## src/rtl/reg_writeback_arbiter.sv

```systemverilog
// Single write-port driver for the 32x32 register file: ALU results win, colliding loads queue in order.
// Optional WB_STATS_EN adds write and drop counters (WrCount, DropCount).
module reg_writeback_arbiter #(
  parameter int PEND_DEPTH = 2,
  parameter int DATA_W     = 32
) (
  input  logic              Clk,
  input  logic              Rst,
  input  logic              AluValid,
  input  logic [4:0]        AluRd,
  input  logic [DATA_W-1:0] AluData,
  input  logic              MemValid,
  output logic              MemReady,
  input  logic [4:0]        MemRd,
  input  logic [DATA_W-1:0] MemData,
  output logic [DATA_W-1:0] BusW,
  output logic [4:0]        RW,
  output logic              RegWr,
`ifdef WB_STATS_EN
  output logic [31:0]       WrCount,
  output logic [15:0]       DropCount,
`endif
  output logic              Busy
);

  localparam int CW = $clog2(PEND_DEPTH + 1);
  localparam int PW = (PEND_DEPTH > 1) ? $clog2(PEND_DEPTH) : 1;

  typedef enum logic [1:0] {EMPTY, PEND, FULL} state_t;

  state_t                state_q, state_d;
  logic [CW-1:0]         count_q, count_d;
  logic [PW-1:0]         rd_ptr_q, wr_ptr_q;
  logic [PEND_DEPTH-1:0] live_q;
  logic [4:0]            q_rd   [PEND_DEPTH];
  logic [DATA_W-1:0]     q_data [PEND_DEPTH];

  logic              accept_p0, kill_p0, pop_p0, push_p0, fifo_ne_p0;
  logic              issue_p0, wr_p0, drop_p0;
  logic [4:0]        rd_p0;
  logic [DATA_W-1:0] data_p0;

  logic              vld_p1;
  logic [4:0]        rw_p1;
  logic [DATA_W-1:0] busw_p1;

  function automatic logic [PW-1:0] ptr_inc(input logic [PW-1:0] p);
    return (p == PW'(PEND_DEPTH - 1)) ? '0 : p + PW'(1);
  endfunction

  assign MemReady   = (count_q < CW'(PEND_DEPTH));
  assign Busy       = (state_q != EMPTY);
  assign fifo_ne_p0 = (count_q != '0);
  assign accept_p0  = MemValid && MemReady;
  assign kill_p0    = AluValid && (AluRd != 5'd0);
  assign pop_p0     = !AluValid && fifo_ne_p0;
  assign push_p0    = accept_p0 && (AluValid || fifo_ne_p0);

  // Stage p0: pick one issue slot per cycle (ALU, then queue head, then direct load)
  always_comb begin
    issue_p0 = 1'b0;
    wr_p0    = 1'b0;
    rd_p0    = '0;
    data_p0  = '0;
    if (AluValid) begin
      issue_p0 = 1'b1;
      rd_p0    = AluRd;
      data_p0  = AluData;
      wr_p0    = (AluRd != 5'd0);
    end else if (pop_p0) begin
      issue_p0 = 1'b1;
      rd_p0    = q_rd[rd_ptr_q];
      data_p0  = q_data[rd_ptr_q];
      wr_p0    = live_q[rd_ptr_q] && (q_rd[rd_ptr_q] != 5'd0);
    end else if (accept_p0) begin
      issue_p0 = 1'b1;
      rd_p0    = MemRd;
      data_p0  = MemData;
      wr_p0    = (MemRd != 5'd0);
    end
  end

  assign drop_p0 = issue_p0 && !wr_p0;

  always_comb begin
    count_d = count_q;
    state_d = state_q;
    if (push_p0 && !pop_p0)
      count_d = count_q + CW'(1);
    else if (pop_p0 && !push_p0)
      count_d = count_q - CW'(1);
    if (count_d == '0)
      state_d = EMPTY;
    else if (count_d == CW'(PEND_DEPTH))
      state_d = FULL;
    else
      state_d = PEND;
  end

  always_ff @(posedge Clk or negedge Rst) begin
    if (!Rst) begin
      state_q  <= EMPTY;
      count_q  <= '0;
      rd_ptr_q <= '0;
      wr_ptr_q <= '0;
      live_q   <= '0;
    end else begin
      state_q <= state_d;
      count_q <= count_d;
      if (pop_p0)
        rd_ptr_q <= ptr_inc(rd_ptr_q);
      if (push_p0)
        wr_ptr_q <= ptr_inc(wr_ptr_q);
      // A younger ALU write to the same rd retires any older queued load to it
      for (int i = 0; i < PEND_DEPTH; i++)
        if (kill_p0 && (q_rd[i] == AluRd))
          live_q[i] <= 1'b0;
      if (push_p0)
        live_q[wr_ptr_q] <= !(kill_p0 && (MemRd == AluRd));
    end
  end

  always_ff @(posedge Clk) begin
    if (push_p0) begin
      q_rd[wr_ptr_q]   <= MemRd;
      q_data[wr_ptr_q] <= MemData;
    end
  end

  // Stage p1: registered write port
  always_ff @(posedge Clk or negedge Rst) begin
    if (!Rst) begin
      vld_p1  <= 1'b0;
      rw_p1   <= '0;
      busw_p1 <= '0;
    end else begin
      vld_p1 <= wr_p0;
      if (issue_p0) begin
        rw_p1   <= rd_p0;
        busw_p1 <= data_p0;
      end
    end
  end

  assign RegWr = vld_p1;
  assign RW    = rw_p1;
  assign BusW  = busw_p1;

`ifdef WB_STATS_EN
  function automatic logic [15:0] sat_inc16(input logic [15:0] v, input logic en);
    return (en && (v != 16'hFFFF)) ? v + 16'd1 : v;
  endfunction

  logic [31:0] wr_cnt_p1;
  logic [15:0] drop_cnt_p1;

  always_ff @(posedge Clk or negedge Rst) begin
    if (!Rst) begin
      wr_cnt_p1   <= '0;
      drop_cnt_p1 <= '0;
    end else begin
      wr_cnt_p1   <= wr_cnt_p1 + 32'(wr_p0);
      drop_cnt_p1 <= sat_inc16(drop_cnt_p1, drop_p0);
    end
  end

  assign WrCount   = wr_cnt_p1;
  assign DropCount = drop_cnt_p1;
`endif

endmodule

```

## config.mk

```make
export PLATFORM = sky130hd
export DESIGN_NAME = reg_writeback_arbiter
export DESIGN_NICKNAME = d
export VERILOG_FILES = /design/src/rtl/reg_writeback_arbiter.sv
export SDC_FILE = /design/constraint.sdc
export NUM_CORES = 1
export LEC_CHECK = 0
export BUFFER_PORTS_ARGS = -buffer_cell sky130_fd_sc_hd__buf_2
export CAP_MARGIN = 20
export CORE_UTILIZATION = 36
export DETAILED_ROUTE_END_ITERATION = 10
export HOLD_SLACK_MARGIN = 0.03
export PLACE_DENSITY = 0.54
export SLEW_MARGIN = 30
export SYNTH_ARGS = -nofsm -noshare
export SYNTH_HDL_FRONTEND = slang
export SYNTH_SLANG_ARGS = --single-unit
```

## constraint.sdc

```tcl
create_clock -name Clk -period 4.7 [get_ports Clk]
set_input_delay 0.705 -clock Clk [delete_from_list [all_inputs] [get_ports Clk]]
set_output_delay 0.705 -clock Clk [all_outputs]
set_load 0.01 [all_outputs]
```

; ---- Word-level counts from Yosys, hierarchy flattened
; Memory sizes are Yosys's and may differ from the RTL's.
; Index checks and enable logic that the tools add are counted.
; Widths: inputs -> output; s select.
[word_totals]
ramBits = 74
mem_count = 2
mem_bits_ro = 0
latch_bits = 0
regBits = 46
in_bits = 78
[op_classes]
bitwise_logic = 0
multipliers = 0
n_mux = 28
add_sub_neg = 4
div_mod_pow = 0
reduce_logical = 22
shifts = 0
eq_ne = 4
n_lt_le_gt_ge = 4
[memory_table]
columns = name, words, word_bits, rd, rd_clocked_by_memory_dff, wr, line
row1 = q_data, 2, 32, 1, 0, 1, 36  ; logic [DATA_W-1:0] q_data [PEND_DEPTH];
row2 = q_rd, 2, 5, 3, 0, 1, 35  ; logic [4:0] q_rd [PEND_DEPTH];
[ops]
columns = operator, n
row1 = $mux 32, 3
row2 = $eq 5x5->1, 3
row3 = $mux 1, 15
row4 = $mux 5, 3
row5 = $reduce_bool 5->1, 3
row6 = $logic_and 1x1->1, 11
row7 = $mux 2, 5
row8 = $logic_not 1->1, 4
row9 = $lt 1x2->1 const B, 2
row10 = $reduce_bool 2->1, 2
row11 = $add 1x1->1 const B, 2
row12 = $add 2x1->2 const B, 1
row13 = $bwmux 2, 1
row14 = $eq 2x2->1 const B, 1
row15 = $logic_not 2->1, 1
row16 = $lt 2x2->1 const B, 1
row17 = $sub 2x1->2 const B, 1
row18 = $demux 1 s1, 1
row19 = $ge 1x1->1 const B, 1
row20 = $logic_or 1x1->1, 1

; ---- Longest topological paths before layout
[logic_depth]
depth_word = 10
ltp_mapped = 7
ltp_nobuf = 6

; ---- Least setup slack after synthesis
; Ideal clock, no wire load.
[synth_timing]
path_type = input port to flip-flop
start = input port MemValid
end = memory q_data[0][0], enable pin
setup_slack_ns = 1.579
cell_stages = 3
arrival_ns = 2.687
required_ns = 4.266
path_buffers = 0
setup_ns = 0.434
path_cell_list = nor2b_1 nand2_1 nor2_1
[synth_via]
elab_chain_cells = 4
[synth_rtl]
columns = element, line
row1 = start: declaration, 12  ; input logic MemValid,
row2 = $logic_and 1x1->1, 54  ; assign accept_p0 = MemValid && MemReady;
row3 = $logic_and 1x1->1, 57  ; assign push_p0 = accept_p0 && (AluValid || fifo_ne_p0);
row4 = $mux 1, 124  ; if (push_p0) begin
row5 = $mux 1 (implied by the code), 126  ; q_data[wr_ptr_q] <= MemData;
row6 = end: declaration, 36
; Every way passes these cells.

; ---- Worst setup path after layout
[layout_timing]
start = register count_q[1]
end = register rw_p1[1] (netlist: RW[1])
[layout_via]
elab_chain_cells = 5
[layout_rtl]
columns = element, line
row1 = start: declaration, 32  ; logic [CW-1:0] count_q, count_d;
row2 = start signal: assignment, 109  ; count_q <= count_d;
row3 = $lt 2x2->1, 51  ; assign MemReady = (count_q < CW'(PEND_DEPTH));
row4 = $logic_and 1x1->1, 54
row5 = $mux 5 or $mux 1 (tied branches), 75  ; end else if (accept_p0) begin
row6 = $mux 5 or $mux 1 (tied branches), 70  ; end else if (pop_p0) begin
row7 = $mux 5 or $mux 1 (tied branches), 65  ; if (AluValid) begin
row8 = end signal: assignment, 139  ; rw_p1 <= rd_p0;
row9 = end: declaration, 44  ; logic [4:0] rw_p1;
; Parallel ways exist; a longest one is shown, timed or not.
; A chain may end at the register's enable or synchronous reset.

==> results.sh <==
export IMPL_outcome="complete, no violations"
export IMPL_tritoncts="built"
export IMPL_synth_top_cells_by_count="edfxtp_1 (74), o22ai_1 (59), dfrtp_1 (45)"
export IMPL_synth_top_family_by_area="compound AO/OA/AOI/OAI gates"
export IMPL_critPathMaxFanout=42
export IMPL_port_buffers=117
export IMPL_synth_compound_area_frac=0.145
export IMPL_clock_skew_ns=0.00777
export IMPL_viasPerCell=5.20
export IMPL_yosysMostFrequentCell="edfxtp_1"
export IMPL_first_iter_violations=243
export IMPL_grt_pass1_vias=3687
export IMPL_drive_gt1_frac=0.381
export IMPL_rsz0062_at_grt="false"
export IMPL_syn_nets=439
export IMPL_p_leak_uw=0.00245
export IMPL_ant_nets=0
export IMPL_clock_path_buffers=2
export IMPL_coreArea_mm2=0.0133
export IMPL_ff2ff_setup_slack_ns=2.04
export IMPL_synthTopCellsByArea="edfxtp_1 (45%), dfrtp_1 (23%), o22ai_1 (7.5%)"
export IMPL_r2r_start="count_q[1]"
export IMPL_crit_type="flip-flop to flip-flop"
export IMPL_drt_total_wl_um=11700
export IMPL_cts_sinks=119
export IMPL_ys_types=29
export IMPL_synth_seq_cells=119
export IMPL_synth_simple_area_share=0.0339
export IMPL_grt_pass1_wl_um=18700
export IMPL_peakVddDrop_v=0.000252
export IMPL_antenna_found_initial=0
export IMPL_synth_edf_count=74
export IMPL_netlist_instances=360
export IMPL_start_kind="flip-flop"
export IMPL_clk_pin_slew_ns=0.06
export IMPL_critical_path_arrival_ns=2.91
export IMPL_yosysWarnings=0
export IMPL_grt_overflow=0
export IMPL_use_met1=0.216
export IMPL_fillers=1236
export IMPL_std_cell_rows=42
export IMPL_cts_buffers=17
export IMPL_grtUsageTotal=0.174
export IMPL_r2r_cells=5
export IMPL_cts_root_buffer="clkbuf_16"
export IMPL_worstMarginPinSlew_ns=0.932
export IMPL_synth_ff_type="edfxtp_1"
export IMPL_powerDensity_mw_per_mm2=621
export IMPL_grt_busiest_layer="met2"
export IMPL_place_congestion=0.795
export IMPL_htree_num_levels=4
export IMPL_areaGrowthSynthToFinish_pct=27.8
export IMPL_dr_pass1_iters=4
export IMPL_period_needed_ns=2.66
export IMPL_wire_per_inst_um=17.6
export IMPL_syn_area_mm2=0.00495
export IMPL_endpoint_kind="flip-flop"
export IMPL_clk_insertion_delay_late_ns=0.40
export IMPL_avgSynthCellArea_um2=13.7
export IMPL_synth_top_cell_area_share=0.449
export IMPL_use_met3=0.0493
export IMPL_cp_cell_sequence="inv_1 > ha_2 > nand2_2 > o22ai_1 > a21oi_1"
export IMPL_die_h_um=119
export IMPL_met2_usage=0.289
export IMPL_power_total_uw=3930
export IMPL_min_path_type="input port to asynchronous set/reset pin"
export IMPL_post_cts_buffers=0
export IMPL_synth_async_reset_ratio=0.378
export IMPL_nets=554
export IMPL_tns_ns=0
export IMPL_finalMaxSlewViolations=0
export IMPL_antenna_diode_count=0
export IMPL_vias=3453
export IMPL_r2r_end="RW[1]"
export IMPL_max_slew_margin=0.379
export IMPL_finalHoldViolations=0
export IMPL_max_stage_delay_ns=0.80
export IMPL_drc=0
export IMPL_synth_yosys_seq_area_share=0.677
export IMPL_min_period_over_period=0.565
export IMPL_cp_slowest_cell="ha_2"
export IMPL_synth_mux_area_frac=0.0862
export IMPL_ctsHoldBuffers=0
export IMPL_start_util=0.371
export IMPL_ioPinCount=118
export IMPL_grt_start_max_net_pins=60
export IMPL_synthXorXnorAreaFrac=0.0319
export IMPL_dpl_hpwl_um=7200
export IMPL_dieArea_mm2=0.0142
export IMPL_cap_violations=0
export IMPL_die_w_um=119
export IMPL_required_ns=4.95
export IMPL_cts_resized=0
export IMPL_synthAdderAreaFrac=0.00253
export IMPL_synth_top_area_cell="edfxtp_1"
export IMPL_setup_viol=0
export IMPL_max_freq_ghz=0.376
## final cells by class
| cell class | instances | area (µm²) | area share |
|---|---|---|---|
| Sequential cell | 119 | 3350 | 0.530 |
| Multi-Input combinational cell | 213 | 1490 | 0.236 |
| Timing Repair Buffer | 120 | 651 | 0.103 |
| Clock buffer | 22 | 464 | 0.0734 |
| Tap cell | 176 | 220 | 0.0348 |
| Clock inverter | 10 | 128 | 0.0202 |
| Inverter | 4 | 16.3 | 0.00257 |
## sequential cells by signal, summed over array words and instances (netlist names)
signal and cells:
q_data 64, BusW 32, q_rd 10, RW 5, live_q 2, state_q 2
RegWr 1, count_q 1, rd_ptr_q 1, wr_ptr_q 1
## critical path: cells and delay by family, from the launching register on
| kind | cells | cell delay, ns |
|---|---|---|
| compound gates | 2 | 0.53 |
| fa+ha+maj | 1 | 0.80 |
| buf+inv | 1 | 0.10 |
| flops | 1 | 0.40 |
| simple gates | 1 | 0.66 |
## where the power goes
part	switching, µW	internal (µW)	leakage, µW
combinational	564	480	0.000967
sequential	188	1410	0.00119
clock	431	855	0.000293
total	1180	2740	0.00245
## metrics by stage
stage               utilization  instances  instance area, µm²  worst slack [ns]  hold WS (ns)
floorplan                     -        360                4950              1.58         0.409
global placement          0.425        630                5670              1.69         0.485
detailed placement        0.429        632                5730              2.03         0.492
CTS                       0.474        664                6320              2.01         0.339
global route              0.474        664                6320              1.83         0.367
finish                    0.474        664                6320              2.04         0.318
## placed cells by master, fill, tap and decap left out, types with 3 or more instances in the layout
master / count
a21oi_1: 38
a22oi_1: 8
buf_2: 116
bufinv_16: 3
clkbuf_1: 3
clkbuf_16: 17
clkinv_2: 7
dfrtp_1: 44
edfxtp_1: 74
mux2_2: 29
mux2i_1: 10
nand2_1: 4
nand3_1: 6
nor2_1: 11
o21ai_0: 10
o22ai_1: 59
or4_1: 4
xnor2_1: 11
xor2_1: 7
## worst max-delay path by stage
| stage | startpoint | end | depth (start not counted) |
|---|---|---|---|
| floorplan | MemValid | q_data[0][0] | 3 |
| CTS | count_q[1] | BusW[12] | 5 |
| global route | count_q[1] | BusW[0] | 5 |
| global placement | count_q[1] | BusW[12] | 5 |
| detailed placement | count_q[1] | BusW[12] | 5 |
| finish | count_q[1] | RW[1] | 5 |
## per-layer routing
layer	wire length (µm)	share of wire
met1	5090	0.44
met2	5720	0.49
met3	776	0.066
met4	91	0.0078
met5	0	0
## logic make-up after synthesis
family | count (synthesis)
buffers and inverters | 28
adders and majority gates | 1
and+or+nand+nor | 34
xor gates and xnor gates | 18
muxes | 39
DFF | 119
AOI/OAI and AO/OA | 121
Power figures use the tool's default switching activity.
